<file path="src/rtl/wb_port_arbiter.sv">
// Two-source writeback arbiter for the single regfile write port: port 0 (pipeline) has priority,
// port 1 (multi-cycle unit) is forced through after MAX_WAIT refusals. Define WB_ARB_TRACE_EN for sim trace/checks.
module wb_port_arbiter #(
    parameter int DATA_W   = 32,
    parameter int ADDR_W   = 5,
    parameter int MAX_WAIT = 4
) (
    input  logic              clk,
    input  logic              rst,
    input  logic              p0_valid,
    input  logic [ADDR_W-1:0] p0_addr,
    input  logic [DATA_W-1:0] p0_data,
    output logic              p0_ready,
    input  logic              p1_valid,
    input  logic [ADDR_W-1:0] p1_addr,
    input  logic [DATA_W-1:0] p1_data,
    output logic              p1_ready,
    output logic              rf_we,
    output logic [ADDR_W-1:0] rf_waddr,
    output logic [DATA_W-1:0] rf_wdata,
    output logic              p0_stall
);

    typedef enum logic {P0_PRI, P1_PRI} state_t;

    localparam logic [3:0] WAIT_LIM = 4'(MAX_WAIT - 1);

    state_t            state_q, state_d;
    logic [3:0]        wait_cnt_q, wait_cnt_d;
    logic              rf_we_q, rf_we_d;
    logic [ADDR_W-1:0] rf_waddr_q, rf_waddr_d;
    logic [DATA_W-1:0] rf_wdata_q, rf_wdata_d;
    logic              p0_xfer, p1_xfer;

    // Grants are combinational so a requester learns acceptance in the same cycle.
    always_comb begin
        p0_ready = 1'b0;
        p1_ready = 1'b0;
        if (!rst) begin
            case (state_q)
                P1_PRI: begin
                    p1_ready = p1_valid;
                    p0_ready = p0_valid && !p1_valid;
                end
                default: begin
                    p0_ready = p0_valid;
                    p1_ready = p1_valid && !p0_valid;
                end
            endcase
        end
        p0_xfer  = p0_valid && p0_ready;
        p1_xfer  = p1_valid && p1_ready;
        p0_stall = p0_valid && !p0_ready && !rst;
    end

    always_comb begin
        state_d = state_q;
        case (state_q)
            P0_PRI:  if (p1_valid && !p1_ready && wait_cnt_q == WAIT_LIM) state_d = P1_PRI;
            default: state_d = P0_PRI;
        endcase

        wait_cnt_d = wait_cnt_q;
        if (!p1_valid || p1_xfer)
            wait_cnt_d = 4'd0;
        else if (wait_cnt_q != WAIT_LIM)
            wait_cnt_d = wait_cnt_q + 4'd1;

        // x0 transfers are accepted but never reach the regfile; address/data then hold.
        rf_we_d    = (p0_xfer && p0_addr != '0) || (p1_xfer && p1_addr != '0);
        rf_waddr_d = rf_waddr_q;
        rf_wdata_d = rf_wdata_q;
        if (p0_xfer && p0_addr != '0) begin
            rf_waddr_d = p0_addr;
            rf_wdata_d = p0_data;
        end else if (p1_xfer && p1_addr != '0) begin
            rf_waddr_d = p1_addr;
            rf_wdata_d = p1_data;
        end
    end

    always_ff @(posedge clk) begin
        if (rst) begin
            state_q    <= P0_PRI;
            wait_cnt_q <= 4'd0;
            rf_we_q    <= 1'b0;
            rf_waddr_q <= '0;
            rf_wdata_q <= '0;
        end else begin
            state_q    <= state_d;
            wait_cnt_q <= wait_cnt_d;
            rf_we_q    <= rf_we_d;
            rf_waddr_q <= rf_waddr_d;
            rf_wdata_q <= rf_wdata_d;
        end
    end

    assign rf_we    = rf_we_q;
    assign rf_waddr = rf_waddr_q;
    assign rf_wdata = rf_wdata_q;

`ifdef WB_ARB_TRACE_EN
    logic src_q, src_d;
    logic p0_pend_q, p0_pend_d;
    logic p1_pend_q, p1_pend_d;

    always_comb begin
        src_d     = p1_xfer;
        p0_pend_d = p0_valid && !p0_ready && !rst;
        p1_pend_d = p1_valid && !p1_ready && !rst;
    end

    always_ff @(posedge clk) begin
        src_q     <= src_d;
        p0_pend_q <= p0_pend_d;
        p1_pend_q <= p1_pend_d;
    end

    always @(posedge clk) begin
        if (!rst && rf_we_q)
            $display("wb %0d %h %h", src_q, rf_waddr_q, rf_wdata_q);
        if (!rst && p0_pend_q && !p0_valid)
            $display("wb_port_arbiter error: p0_valid dropped before transfer");
        if (!rst && p1_pend_q && !p1_valid)
            $display("wb_port_arbiter error: p1_valid dropped before transfer");
    end
`endif

endmodule

</file>
<file path="config.mk">
export PLATFORM = sky130hd
export DESIGN_NAME = wb_port_arbiter
export DESIGN_NICKNAME = d
export VERILOG_FILES = /design/src/rtl/wb_port_arbiter.sv
export SDC_FILE = /design/constraint.sdc
export NUM_CORES = 1
export LEC_CHECK = 0
export ABC_AREA = 1
export CAP_MARGIN = 25
export CORE_MARGIN = 4
export CORE_UTILIZATION = 42
export CTS_CLUSTER_SIZE = 30
export DETAILED_ROUTE_END_ITERATION = 8
export PLACE_DENSITY = 0.85
export SYNTH_ARGS = -nofsm -noshare
export SYNTH_HDL_FRONTEND = slang
export SYNTH_SLANG_ARGS = --single-unit
</file>
<file path="constraint.sdc">
create_clock -name clk -period 1.8 [get_ports clk]
set_input_delay 0.36 -clock clk [delete_from_list [all_inputs] [get_ports clk]]
set_output_delay 0.36 -clock clk [all_outputs]
set_load 0.02 [all_outputs]
</file>
==> results of run 1 <==
routing by layer:
layer | vias to the layer above | track usage
li1 | 1372 | -
met1 | 1271 | 0.226
met2 | 107 | 0.374
met3 | 9 | 0.0384
met4 | 0 | 0.0518
met5 | - | 0
metrics by stage:
stage | area [um2] | util | setup slack (ns) | power [mW]
floorplan | 2550 | - | 0.367 | 1.43
global placement | 3810 | 0.644 | -0.308 | 1.77
detailed placement | 3810 | 0.644 | -0.346 | 1.79
CTS | 3950 | 0.667 | 0.00519 | 2.51
global route | 3950 | 0.668 | 0.00157 | 2.62
finish | 3950 | 0.668 | 0.0555 | 2.49
cell type report:
| cell class | instances | area (um2) |
|---|---|---|
| flip-flops and latches | 43 | 861 |
| well taps | 75 | 93.8 |
| repair buffers | 133 | 1360 |
| fillers | 517 | 1970 |
| clock inverters | 1 | 30.0 |
| multi-input cells | 219 | 1250 |
| clock buffers | 6 | 72.6 |
| inverters | 76 | 290 |
critical path, cell delays in order:
cell,delay [ns]
clkdlybuf4s50_1,0.53
nand2_4,0.08
nor2_4,0.11
clkdlybuf4s15_1,0.31
logic make-up (layout without fill, tap and decap cells):
group           after synthesis  after routing  synth area share
compound gates               41             41            0.0962
xor+xnor                      1              1           0.00344
fa+ha+maj                     1              1           0.00491
buf+inv                      99            216             0.178
flops                        43             43             0.338
simple gates                176            176             0.380
state kept, by name, summed over array words and instances (netlist names):
signal,flops
rf_wdata,32
wait_cnt_q,4
state_q,1
rf_we,1
rf_waddr,5
cells in the mapped netlist:
| master | count | share of area |
|---|---|---|
| nor3_1 | 1 | 0.0020 |
| or2_2 | 1 | 0.0025 |
| nor2_4 | 1 | 0.0044 |
| nand2_1 | 48 | 0.071 |
| buf_8 | 2 | 0.012 |
| clkinv_4 | 1 | 0.0034 |
| clkbuf_1 | 6 | 0.0088 |
| dfxtp_1 | 43 | 0.34 |
| buf_4 | 1 | 0.0029 |
| nand3b_1 | 1 | 0.0029 |
| nand2_8 | 1 | 0.0079 |
| xnor2_1 | 1 | 0.0034 |
| nand3_1 | 84 | 0.16 |
| o21ai_1 | 1 | 0.0020 |
| ha_1 | 1 | 0.0049 |
| buf_2 | 10 | 0.020 |
| a21oi_2 | 10 | 0.034 |
| a21oi_1 | 25 | 0.049 |
| buf_6 | 3 | 0.013 |
| inv_1 | 75 | 0.11 |
| o21a_1 | 1 | 0.0029 |
| nor2_8 | 1 | 0.0079 |
| nor2_1 | 14 | 0.021 |
| nand2_4 | 4 | 0.018 |
| buf_12 | 1 | 0.0079 |
| o21ai_0 | 4 | 0.0079 |
| nand3_2 | 20 | 0.079 |
power by group:
part           leakage, nW  total [mW]  switching (mW)  internal, mW
Clock               0.0513       0.704           0.297         0.407
Combinational         1.36       0.736           0.349         0.387
Sequential           0.353        1.05          0.0337          1.01
cell usage in the layout, fill, tap and decap left out, types with 2 or more instances in the layout:
master / Yosys / routed
nand2_8: 1 / 2
clkbuf_8: 0 / 5
inv_1: 75 / 74
nand3_1: 84 / 84
nand2_4: 4 / 3
buf_4: 1 / 8
buf_12: 1 / 4
o21ai_0: 4 / 4
clkbuf_2: 0 / 2
nor2_1: 14 / 13
a21oi_1: 25 / 25
nand2_1: 48 / 48
dfxtp_1: 43 / 43
clkdlybuf4s50_1: 0 / 113
nand3_2: 20 / 20
a21oi_2: 10 / 10
path summary, 6_finish.rpt:
check / from / end / slack [ns]
max: p1_valid / p1_ready / 0.06
min: rst / rf_wdata[30] / 0.43
max reg2reg: state_q / rf_wdata[27] / 0.35
min reg2reg: wait_cnt_q[1] / wait_cnt_q[1] / 0.48
repair_timing:
item | CTS | global route
gates resized for setup | 9 | 7
setup endpoints to repair | 30 | 30
endpoints found under the hold margin | 0 | 0
setup buffers | 0 | 0
gates cloned | 1 | 0
==> metrics.txt, run 1 <==
DR top layer=met4; First-pass DRT Iterations=4; Startpoint Class=primary input; pwr/cell area=about 630 mW/mm2; Mapped Area=approximately 0.0025 mm2; Slew HR=0.707; first-pass GRT wire length=roughly 12 mm; I/O pins=119; # setup viols final=0; CP Capture Type=primary output; Final Skew=about 0.0086 ns; Final Net Count=~560; PortBufs=118; Hold Crit Depth=4; post-layout min period=between 1.5 and 2 ns; share of cells above drive strength 1=0.136; initial antenna violation count=0; FF+latch count, synth=43; cell count after synthesis=361; RSZ-0062 raised after global routing=no; CTS Buf Count=5; placed cell count=around 550; sequential element share of the synthesized area=0.338; grt ovf=0; Final Hold Fails=0; CTS Root Cell=clkbuf_8; Final Non-Filler Cells=553; Initial Utilization=0.431; post-DP HPWL=5.48 mm; worst hold margin=0.429 ns; syn_area_per_cell=between 7 and 8 um2; synth-to-layout area growth=55.0%; worst path arrival time=between 1 and 1.5 ns; DRC=0; Cell variety after synth=27; met2 WL=3.85 mm; # clock sinks=43; crit path kind=in2out; max cap viols=0; number of global-route vias before repair=between 2000 and 3000; Clk pin slew, worst setup/hold paths=around 0.080 ns; row cnt=28; Worst EP required=roughly 1.4 ns; Post-Synthesis Net Count=440; Hold Crit Class=in2reg; Met3 Routed Length=578 um; Ys Warns=0; vias=2759; Chip Height=around 86 um; Worst-Skew Late Latency=around 0.28 ns; GPL Wtd Cong=0.853; # diodes=0; status=finished clean; Setup TNS Final=0 ns; cts hold-fix bufs=0; H-Tree Depth=2; fin crit share=0.969; fmax=between 500 and 600 MHz; chip width=85.9 um; crit path max fanout=2; Slew Viols, Final=0; die area=roughly 0.0074 mm2; Worst Tran Pin Value=approximately 0.44 ns; Core Area=a little under 0.006 mm2; Longest Clk Path Bufs=2; worst vdd ir=between 0.3 and 0.4 mV; vias per std cell=roughly 5; WL final=around 7.5 mm; antenna viol nets, final=0; CTS tree=yes; Tot GR Track Use=0.199; LEAKAGE=about 1.8 nW; drt wl/cell=13.5 um; largest net degree at the start of global routing=35; R2R cell count=9; WL met1=about 3.0 mm; DRT iter0 DRCs=approximately 90
Power figures use the tool's default switching activity.
==> run 2: changes to the inputs <==
--- a/config.mk
+++ b/config.mk
@@ -8,10 +8,11 @@
 export ABC_AREA = 1
 export CAP_MARGIN = 25
 export CORE_MARGIN = 4
-export CORE_UTILIZATION = 42
+export CORE_UTILIZATION = 58
 export CTS_CLUSTER_SIZE = 30
 export DETAILED_ROUTE_END_ITERATION = 8
-export PLACE_DENSITY = 0.85
+export DONT_BUFFER_PORTS = 1
+export PLACE_DENSITY = 0.71
 export SYNTH_ARGS = -nofsm -noshare
 export SYNTH_HDL_FRONTEND = slang
 export SYNTH_SLANG_ARGS = --single-unit
==> metrics.txt, run 2 (synthesis gave the netlist of run 1 again) <==
status=finished clean; placed cell count=~400; vias=2189; share of cells above drive strength 1=0.151; crit path max fanout=22; chip width=74.3 um; Tot GR Track Use=0.210; Buf/Inv on CP=2; crit path kind=reg2out; max reg flops=32; initial antenna violation count=0; Worst Tran Pin Value=0.410 ns; Multi-input gate area=0.00123 mm2; I/O pins=119; Final Non-Filler Cells=about 400; H-Tree Depth=2; number of global-route vias before repair=1985; CTS Buf Count=5; Fillers=between 400 and 500; largest net degree at the start of global routing=39; CTS Root Cell=clkbuf_8; Longest Clk Path Bufs=2; DRC=0; Slew HR=0.726; Sequential Area=861 um2; # clock sinks=between 40 and 50; Hold Crit Class=in2reg; most frequent cells in the layout=84 x nand3_1, 75 x inv_1, 48 x nand2_1, 43 x dfxtp_1, 25 x a21oi_1; row cnt=23; fin crit share=0.873; Core Area=approximately 0.0041 mm2; Clk pin slew, worst setup/hold paths=roughly 0.080 ns; Worst EP required=approximately 1.4 ns; Slowest-stage cell, CP=dfxtp_1; worst path arrival time=1.21 ns; delay-heaviest family, CP=buffers and inverters; RSZ-0062 raised after global routing=no; max cap viols=0; worst vdd ir=roughly 0.46 mV; Final Net Count=430; Setup TNS Final=0 ns; PortBufs=0; Final Skew=around 0.0011 ns; GPL Wtd Cong=roughly 0.74; WL final=around 5.8 mm; LEAKAGE=approximately 1.3 nW; Final Hold Fails=0; vias per std cell=between 5 and 6; fmax=around 640 MHz; Startpoint Class=flip-flop; synth-to-layout area growth=3.88%; Slew Viols, Final=0; cts hold-fix bufs=0; die area=0.00552 mm2; max incr delay on CP=between 0.3 and 0.4 ns; antenna viol nets, final=0; Resized Gates After CTS=0; First-pass DRT Iterations=5; Chip Height=74.3 um; pwr/cell area=slightly above 800 mW/mm2; DRT iter0 DRCs=126; Worst-Skew Late Latency=0.28 ns; # diodes=0; post-DP HPWL=4.11 mm; CTS tree=yes; drt wl/cell=14.3 um; CP Capture Type=primary output; first-pass GRT wire length=9.08 mm; Initial Utilization=0.620; Post-CTS Setup Bufs=0; worst-path cell chain=nand2_1 -> inv_1 -> nor2_8 -> buf_4; most common cell after layout, fill and taps aside=nand3_1; grt ovf=0; post-layout min period=about 1.6 ns; # setup viols final=0
run 2: cell count changes in the layout (fill, tap and decap cells not counted), sizes merged:
cell	delta
buf	-10
clkbuf	-2
clkdlybuf4s50	-113
dlygate4sd2	-1
clkinv	+1
clkdlybuf4s15	-1
run 2: final cells by class:
class,instances,share of cell area
repair buffers,6,0.0312
well taps,50,0.0236
clock buffers,6,0.0312
flip-flops and latches,43,0.325
inverters,76,0.110
clock inverters,2,0.0132
multi-input cells,219,0.466
run 2: metal layers:
metal / track usage / share of wire
met1: 0.241 / 0.39
met2: 0.359 / 0.50
met3: 0.0824 / 0.094
met4: 0.0692 / 0.014
met5: 0 / 0
run 2: stage by stage:
stage	area, um2	utilization	total power, mW	setup slack (ns)	hold slack (ns)
final	2650	0.644	2.20	0.228	0.127
after global routing	2650	0.644	2.31	0.153	0.111
after CTS	2650	0.644	2.23	0.203	0.118
after detailed placement	2530	0.615	1.47	0.318	0.428
after global placement	2530	0.615	1.46	0.346	0.426
after floorplan	2550	-	1.43	0.367	0.443
run 2: final timing paths:
path	cells after the start	to	slack (ns)	startpoint
max reg2reg	8	rf_wdata[30]	0.38	state_q
max	4	p0_ready	0.23	state_q
min reg2reg	2	wait_cnt_q[1]	0.47	wait_cnt_q[1]
min	1	rf_wdata[17]	0.13	rst
run 2: where the power goes:
group | internal (mW) | switching [mW]
sequential | 1.01 | 0.118
clock | 0.449 | 0.310
combinational | 0.122 | 0.187
total | 1.58 | 0.615
run 2: worst reg2reg max path: stages, from the launching register on:
cell	delay, ns
dfxtp_1	0.33
nand2_1	0.09
inv_1	0.09
nor2_8	0.11
nand2_4	0.10
buf_12	0.19
or2_2	0.29
nand3_1	0.08
inv_1	0.04
